[src/rtl/wrr_handshake_arbiter_if.sv]
// Handshake bundle between requesters/downstream (master) and the weighted
// round-robin arbiter (slave).
interface wrr_handshake_arbiter_if #(
  parameter int NUM_REQS     = 4,
  parameter int WEIGHT_BITS  = 4,
  parameter int LOG_NUM_REQS = (NUM_REQS > 1) ? $clog2(NUM_REQS) : 1
);
  logic [NUM_REQS-1:0]             requests;
  logic [NUM_REQS*WEIGHT_BITS-1:0] weights;
  logic                            grant_ready;
  logic                            grant_valid;
  logic [LOG_NUM_REQS-1:0]         grant_index;
  logic [NUM_REQS-1:0]             grant_onehot;
  logic                            locked;

  modport master (
    output requests, weights, grant_ready,
    input  grant_valid, grant_index, grant_onehot, locked
  );

  modport slave (
    input  requests, weights, grant_ready,
    output grant_valid, grant_index, grant_onehot, locked
  );
endinterface

[src/rtl/wrr_handshake_arbiter.sv]
// Weighted round-robin arbiter: holds a grant for up to a per-requester quantum of
// accepted transfers, then rotates. Optional stall counter under WRR_ARBITER_PERF_EN.
module wrr_handshake_arbiter #(
  parameter int NUM_REQS     = 4,
  parameter int WEIGHT_BITS  = 4,
  parameter int LOG_NUM_REQS = (NUM_REQS > 1) ? $clog2(NUM_REQS) : 1
) (
  input  logic                    clk,
  input  logic                    reset,
  wrr_handshake_arbiter_if.slave  bus
`ifdef WRR_ARBITER_PERF_EN
  , output logic [31:0]           perf_stalls
`endif
);

  logic [LOG_NUM_REQS-1:0] ptr_q, ptr_d;
  logic                    locked_q, locked_d;
  logic [WEIGHT_BITS-1:0]  rem_q, rem_d;

  logic [LOG_NUM_REQS-1:0] winner_s, cand_s;
  logic                    found_s;
  logic                    eff_lock_s;
  logic                    any_req_s;
  logic                    fire_s;
  logic [WEIGHT_BITS-1:0]  weight_s, quantum_s, rem_next_s;

  // Winner selection: keep the owner while its lock holds, else search from ptr+1 with wrap.
  always_comb begin
    eff_lock_s = locked_q & bus.requests[ptr_q];
    winner_s   = {LOG_NUM_REQS{1'b0}};
    cand_s     = {LOG_NUM_REQS{1'b0}};
    found_s    = 1'b0;
    if (eff_lock_s) begin
      winner_s = ptr_q;
      found_s  = 1'b1;
    end else begin
      for (int off = 1; off <= NUM_REQS; off++) begin
        cand_s = LOG_NUM_REQS'((int'(ptr_q) + off) % NUM_REQS);
        if (!found_s && bus.requests[cand_s]) begin
          winner_s = cand_s;
          found_s  = 1'b1;
        end else begin
          found_s  = found_s;
        end
      end
    end
  end

  // Quantum bookkeeping and the externally visible grant.
  always_comb begin
    any_req_s  = |bus.requests;
    fire_s     = any_req_s & bus.grant_ready;
    weight_s   = bus.weights[int'(winner_s)*WEIGHT_BITS +: WEIGHT_BITS];
    // Weights are only consulted when a fresh quantum starts; zero behaves as one.
    if (eff_lock_s) begin
      quantum_s = rem_q;
    end else if (weight_s == {WEIGHT_BITS{1'b0}}) begin
      quantum_s = WEIGHT_BITS'(1);
    end else begin
      quantum_s = weight_s;
    end
    rem_next_s = quantum_s - WEIGHT_BITS'(1);

    bus.grant_valid = any_req_s;
    bus.locked      = locked_q;
    if (any_req_s) begin
      bus.grant_index  = winner_s;
      bus.grant_onehot = NUM_REQS'(1) << winner_s;
    end else begin
      bus.grant_index  = {LOG_NUM_REQS{1'b0}};
      bus.grant_onehot = {NUM_REQS{1'b0}};
    end
  end

  // Next state: advance on fire, abandon a lock whose owner stopped requesting.
  always_comb begin
    ptr_d    = ptr_q;
    locked_d = locked_q;
    rem_d    = rem_q;
    if (fire_s) begin
      ptr_d = winner_s;
      if (rem_next_s == {WEIGHT_BITS{1'b0}}) begin
        locked_d = 1'b0;
      end else begin
        locked_d = 1'b1;
        rem_d    = rem_next_s;
      end
    end else if (locked_q && !eff_lock_s) begin
      locked_d = 1'b0;
    end else begin
      locked_d = locked_q;
    end
  end

  // State registers.
  always_ff @(posedge clk) begin
    if (reset) begin
      ptr_q    <= LOG_NUM_REQS'(NUM_REQS - 1);
      locked_q <= 1'b0;
      rem_q    <= {WEIGHT_BITS{1'b0}};
    end else begin
      ptr_q    <= ptr_d;
      locked_q <= locked_d;
      rem_q    <= rem_d;
    end
  end

`ifdef WRR_ARBITER_PERF_EN
  logic [31:0] stalls_q;

  // Saturating count of cycles where a grant is offered but not accepted.
  always_ff @(posedge clk) begin
    if (reset) begin
      stalls_q <= 32'd0;
    end else if (any_req_s && !bus.grant_ready && (stalls_q != 32'hFFFF_FFFF)) begin
      stalls_q <= stalls_q + 32'd1;
    end else begin
      stalls_q <= stalls_q;
    end
  end

  assign perf_stalls = stalls_q;
`endif

endmodule

[src/flat_wrapper.sv]
// flat-port wrapper written by rule: the top's interface ports become plain ports
module wrr_handshake_arbiter_flat 
#(
  parameter int NUM_REQS     = 4,
  parameter int WEIGHT_BITS  = 4,
  parameter int LOG_NUM_REQS = (NUM_REQS > 1) ? $clog2(NUM_REQS) : 1
)
  (clk, reset, bus_requests, bus_weights, bus_grant_ready, bus_grant_valid, bus_grant_index, bus_grant_onehot, bus_locked);
  wrr_handshake_arbiter_if #(.NUM_REQS(NUM_REQS), .WEIGHT_BITS(WEIGHT_BITS), .LOG_NUM_REQS(LOG_NUM_REQS)) bus_i ();
  input  logic clk;
  input  logic reset;
  input wire logic [$bits(bus_i.requests)-1:0] bus_requests;
  input wire logic [$bits(bus_i.weights)-1:0] bus_weights;
  input wire logic [$bits(bus_i.grant_ready)-1:0] bus_grant_ready;
  output wire logic [$bits(bus_i.grant_valid)-1:0] bus_grant_valid;
  output wire logic [$bits(bus_i.grant_index)-1:0] bus_grant_index;
  output wire logic [$bits(bus_i.grant_onehot)-1:0] bus_grant_onehot;
  output wire logic [$bits(bus_i.locked)-1:0] bus_locked;
  assign bus_i.requests = bus_requests;
  assign bus_i.weights = bus_weights;
  assign bus_i.grant_ready = bus_grant_ready;
  assign bus_grant_valid = bus_i.grant_valid;
  assign bus_grant_index = bus_i.grant_index;
  assign bus_grant_onehot = bus_i.grant_onehot;
  assign bus_locked = bus_i.locked;
  wrr_handshake_arbiter #(.NUM_REQS(NUM_REQS), .WEIGHT_BITS(WEIGHT_BITS), .LOG_NUM_REQS(LOG_NUM_REQS)) u_core (.clk(clk), .reset(reset), .bus(bus_i));
endmodule
[config.mk]
export PLATFORM = sky130hd
export DESIGN_NAME = wrr_handshake_arbiter_flat
export DESIGN_NICKNAME = d
export VERILOG_FILES = /design/src/rtl/wrr_handshake_arbiter_if.sv /design/src/rtl/wrr_handshake_arbiter.sv /design/src/flat_wrapper.sv
export SDC_FILE = /design/constraint.sdc
export NUM_CORES = 1
export LEC_CHECK = 0
export ABC_AREA = 1
export BUFFER_PORTS_ARGS = -buffer_cell sky130_fd_sc_hd__buf_4
export CORE_MARGIN = 10
export CORE_UTILIZATION = 35
export CTS_CLUSTER_DIAMETER = 100
export CTS_CLUSTER_SIZE = 8
export DETAILED_ROUTE_END_ITERATION = 8
export GPL_TIMING_DRIVEN = 0
export PLACE_DENSITY = 0.67
export SLEW_MARGIN = 25
export SYNTH_ARGS = -nofsm -noshare
export SYNTH_HDL_FRONTEND = slang
export SYNTH_SLANG_ARGS = --single-unit
export TNS_END_PERCENT = 1
[constraint.sdc]
create_clock -name clk -period 2.87 [get_ports clk]
set_clock_uncertainty 0.2 [all_clocks]
set_input_delay 0.287 -clock clk [delete_from_list [all_inputs] [get_ports clk]]
set_output_delay 0.287 -clock clk [all_outputs]
set_load 0.01 [all_outputs]
==> metrics.md, run 1 <==
| Metric | Value |
|---|---|
| Status | complete, but fails checks |
| Failing checks | setup timing |
| CP Class | flop to flop |
| Placed Cells incl. Taps | 258 |
| Multi-input gate area | about 920 sq um |
| WP data required | 2810 ps |
| Number of remaining DRC errors | 0 |
| Drt total wl | 3.09 mm |
| Post-Route Utilization | 0.559 |
| Via count | 1222 |
| # diodes | 0 |
| Number of H-tree levels | 1 |
| Die width | 76.0 um |
| Ports | 31 |
| Total CTS buffers | 3 |
| Hold WS | 21.6 ps |
| Initial core utilization | 0.362 |
| Setup WS post-layout | -128 ps |
| Max Buffers Root-to-Sink | 2 |
| Main flop type after synthesis | dfxtp_1 |
| Synth-to-Final Area Change | 54.3% |
| Max_cap viols | 0 |
| Top cells by count, synth | nand2_1 (64), inv_1 (25), nand2_2 (16) |
| Iteration-0 DRC count of the detailed router | 58 |
| Dominant cells by area after synthesis | nand2_1 (22%), dfxtp_1 (13%), nand2_2 (9.1%), inv_1 (8.6%), nand2_4 (8.2%) |
| Synth top area share | 0.219 |
| Core area | 0.00303 sq mm |
| CTS sink count | 7 |
| Minimum clock period after layout | 3000 ps |
| Cell taking the most area after synthesis | nand2_1 |
| Largest stage delay, worst path | 350 ps |
| F_max | approximately 0.33 GHz |
| Height of the die | about 76 um |
| Avg Cell Area, Syn | ~6 sq um |
| Peak VDD IR | 0.000475 V |
| Hold WC Path Type | input pin to flop |
| Count of distinct cell types in the synthesized netlist | 30 |
| Syn Inst Count | 184 |
| Storage cell area | 144 sq um |
| Dpl ws | -178 ps |
| Vias in the first global route | 1224 |
| Number of hold buffers added after CTS | 0 |
| Fill cells | just over 300 |
| CP dominant cell by count | nand2_4 |
| Clock transition at path regs | 50 ps |
| Power Density | 979 mW/mm^2 |
| Final GP Congestion | 0.777 |
| Yosys warns | 0 |
| CTS tree | yes |
| CTS root buf | clkbuf_4 |
| Slew headroom | 0.683 |
| Row count | 20 |
| Number of I/O port buffers | 30 |
| WL per Instance | 11.2 um |
| Global-route wire length before repair | between 5 and 6 mm |
| Final Hold Vio Count | 0 |
| Die area | between 0.005 and 0.006 sq mm |
| Yosys reg bits | 7 |
| Nature of the critical path endpoint | flop |
| PnR Total Power | 1.66 mW |
| Final net count | 259 |
| Worst-Margin Slew | between 400 and 500 ps |
| Worst Path Max Fanout | 5 |
| Top-count cell post-synth | nand2_1 |
| Worst path slowest cell | dfxtp_4 |
| Crit path DAT | 2940 ps |
| Final setup violation count | 5 |
| Initial antenna violation count | 0 |
| Final period util | 1.04 |
| Congestion Overflow GR | 0 |
| Mapped Nets | 209 |
| Worst Setup Start Kind | flop |
| Cell Area, Synth | about 0.0011 sq mm |
| RSZ-0062 raised after global routing | true |
| Worst-skew pair later-pin latency | between 200 and 300 ps |
| Pleak | 0.888 nW |
| Final Max Slew Viols | 0 |
| Final Non-Filler Cells | roughly 280 |
| TritonRoute pass-1 iters | 4 |
| Layout cells sized above 1 | 0.519 |
| Via density | between 4 and 5 |
| EDFF count, synth | 0 |
| Final ANT Viol Nets | 0 |
| GRT Util Overall | 0.110 |
| Sequential-to-total area share from yosys stat | 0.128 |
| Ys async rst share | 0 |
| Post-DP HPWL | around 2.3 mm |
| Pin count of the biggest net entering global routing | 11 |
==> final cells by class <==
cell class / instances / area share
inverter: 30 / 0.0725
clock buffer: 4 / 0.0155
tap: 44 / 0.0325
buffer: 3 / 0.0251
sequential: 7 / 0.0851
multi-input combinational: 144 / 0.547
timing repair buffer: 45 / 0.223
==> logic make-up (layout without fill, tap and decap cells) <==
logic type	after synthesis	after routing	share of synthesized area
and+or+nand+nor	130	130	0.628
adders and majority gates	2	2	0.0228
buffers and inverters	33	82	0.144
DFF	7	7	0.128
AOI/OAI and AO/OA	12	12	0.0776
==> through the flow <==
| step | instance area (sq um) | setup TNS, ps |
|---|---|---|
| 6_report | 1690 | -453 |
| 5_1_grt | 1690 | -1600 |
| 4_1_cts | 1640 | -342 |
| 3_5_place_dp | 1380 | -703 |
| 3_3_place_gp | 1380 | -533 |
| 2_1_floorplan | 1100 | 0 |
==> final timing paths <==
check	startpoint	to	slack [ps]	depth (start not counted)
worst max-delay path	u_core.ptr_q[0]	u_core.rem_q[1]	-130	29
worst min-delay path	reset	u_core.rem_q[3]	20	2
worst max register to register	u_core.ptr_q[0]	u_core.rem_q[1]	-130	29
worst min register to register	u_core.rem_q[1]	u_core.rem_q[1]	270	2
==> cell usage in the layout (no fill, tap or decap), drive strengths merged, types with 3 or more instances in the layout <==
| master | count |
|---|---|
| clkbuf | 4 |
| buf | 48 |
| a21oi | 4 |
| inv | 30 |
| nand3 | 20 |
| nand2 | 88 |
| dfxtp | 7 |
| o21ai | 7 |
| and2 | 3 |
| nor2 | 15 |
==> where the power goes <==
part           switching (mW)  internal [mW]
sequential             0.0225          0.131
clock                  0.0356         0.0530
combinational           0.769          0.644
total                   0.827          0.828
==> repair_timing <==
item	4_1_cts	5_1_grt
gates resized for setup	33	13
endpoints found under the setup margin	5	5
buffers inserted	12	2
pin swaps	27	22
cloned	1	0
==> metal layers <==
metal,vias up,part of all wire,global-route usage
met5,-,0,0
met1,531,0.47,0.140
met2,24,0.49,0.182
met4,0,0.0087,0.0265
li1,662,-,-
met3,5,0.035,0.0212
==> critical path, delay by kind of cell (launching register included) <==
family | cells | cell delay [ps]
AND/OR/NAND/NOR | 20 | 1480
buffers and inverters | 7 | 560
flip-flops | 1 | 350
AO/OA/AOI/OAI | 1 | 140
adder cells (fa/ha/maj) | 1 | 140
==> state kept, by name, indices dropped and copies added, names as in the netlist <==
register / count
u_core.bus.locked: 1
u_core.ptr_q: 2
u_core.rem_q: 4
Note: power is estimated with default switching activity, not from simulation.
==> run 2, diff against run 1 <==
SETUP_SLACK_MARGIN = 0.2   (was unset)
SKIP_LAST_GASP = 1   (was unset)
==> metrics.md, run 2 (synthesis results as in run 1) <==
| Metric | Value |
|---|---|
| Final GP Congestion | 0.761 |
| Dpl ws | -159 ps |
| Most frequent cells in the layout | nand2_1 (50), buf_4 (47), nand2_2 (22), inv_1 (21), nand2_4 (15) |
| Peak VDD IR | 0.000647 V |
| Number of H-tree levels | 1 |
| Buffers plus inverters on the worst setup path | 5 |
| Post-DP HPWL | approximately 2.2 mm |
| Slew headroom | 0.675 |
| Core area | 0.00303 sq mm |
| Drt total wl | 3.06 mm |
| Final net count | approximately 260 |
| Multi-input gate area | 970 sq um |
| Most flop-heavy register | u_core.rem_q |
| Power Density | 938 mW/mm^2 |
| Setup WS post-layout | -39.2 ps |
| Final period util | 1.01 |
| Final Non-Filler Cells | roughly 280 |
| Worst Setup Start Kind | flop |
| Via density | 4.42 |
| Hold WS | about 20 ps |
| Die area | 0.00577 sq mm |
| Status | complete, but fails checks |
| Max reg flops | 4 |
| Vias in the first global route | 1224 |
| Crit path DAT | around 2900 ps |
| Global-route wire length before repair | about 5.2 mm |
| Worst-Margin Slew | 484 ps |
| Initial antenna violation count | 0 |
| Worst path slowest cell | dfxtp_4 |
| Max Buffers Root-to-Sink | 2 |
| Number of I/O port buffers | 30 |
| Total CTS buffers | 3 |
| Storage cell area | 145 sq um |
| Final Max Slew Viols | 0 |
| Pin count of the biggest net entering global routing | 11 |
| Worst path top cell family by delay | simple AND/OR/NAND/NOR gates |
| Largest stage delay, worst path | 390 ps |
| Pleak | 0.920 nW |
| Congestion Overflow GR | 0 |
| Failing checks | setup timing |
| CTS tree | yes |
| F_max | 0.344 GHz |
| Final ANT Viol Nets | 0 |
| Max_cap viols | 0 |
| GRT Util Overall | 0.102 |
| Commonest non-fill, non-tap cell in the layout | nand2_1 |
| TritonRoute pass-1 iters | 4 |
| Fill cells | 282 |
| Synth-to-Final Area Change | 59.2% |
| Clock transition at path regs | ~50 ps |
| WL per Instance | 10.9 um |
| Via count | 1242 |
| Placed Cells incl. Taps | around 260 |
| CP Class | flop to flop |
| CTS root buf | clkbuf_4 |
| Iteration-0 DRC count of the detailed router | 46 |
| WP data required | 2820 ps |
| RSZ-0062 raised after global routing | true |
| Initial core utilization | 0.362 |
| Number of remaining DRC errors | 0 |
| Hold WC Path Type | input pin to flop |
| Final Hold Vio Count | 0 |
| Nature of the critical path endpoint | flop |
| Die width | 76.0 um |
| Post-Route Utilization | 0.576 |
| CTS sink count | 7 |
| Row count | 20 |
| Height of the die | 76.0 um |
| Ports | 31 |
| Layout cells sized above 1 | 0.553 |
| Minimum clock period after layout | a little under 3000 ps |
| Final setup violation count | 4 |
| # diodes | 0 |
| Number of hold buffers added after CTS | 0 |
| Worst-skew pair later-pin latency | roughly 250 ps |
| Worst Path Max Fanout | 8 |
run 2: path summary, 6_finish.rpt:
check | start | to | slack (ps) | cells past startpoint
worst max-delay path | u_core.ptr_q[0] | u_core.rem_q[2] | -40 | 26
worst min-delay path | reset | u_core.rem_q[3] | 20 | 2
worst max register to register | u_core.ptr_q[0] | u_core.rem_q[2] | -40 | 26
worst min register to register | u_core.rem_q[2] | u_core.rem_q[2] | 260 | 2
run 2: final cells by class:
class	count	share of cell area
inverter	30	0.0731
timing repair buffer	49	0.215
clock buffer	4	0.0151
tap	44	0.0315
multi-input combinational	144	0.556
sequential	7	0.0832
buffer	3	0.0265
run 2: timing repair:
item                                    4_1_cts  5_1_grt
buffers inserted                             11        7
gates resized for setup                      31       25
endpoints found under the setup margin        5        5
cloned                                        1        0
endpoints found under the hold margin         0        0
pin swaps                                    25       33
run 2: metal layers:
layer / track usage / vias up / routed length [um]
met5: 0 / - / 0
met4: 0.0322 / 0 / 37
met3: 0.0189 / 6 / 120
met2: 0.176 / 26 / 1540
met1: 0.124 / 538 / 1360
li1: - / 672 / -
run 2: where the power goes:
part | total [mW] | internal (mW) | switching (mW)
clock network | 0.0899 | 0.0531 | 0.0368
logic | 1.39 | 0.618 | 0.770
registers | 0.159 | 0.132 | 0.0270
run 2: per-stage QoR:
stage                     setup TNS [ps]  total power, mW  instance area, sq um
final                               -120             1.64                  1750
after global routing                -970             1.81                  1750
after CTS                          -57.8             1.47                  1600
after detailed placement            -609             1.17                  1380
after global placement              -491             1.17                  1380
after floorplan                        0            0.944                  1100
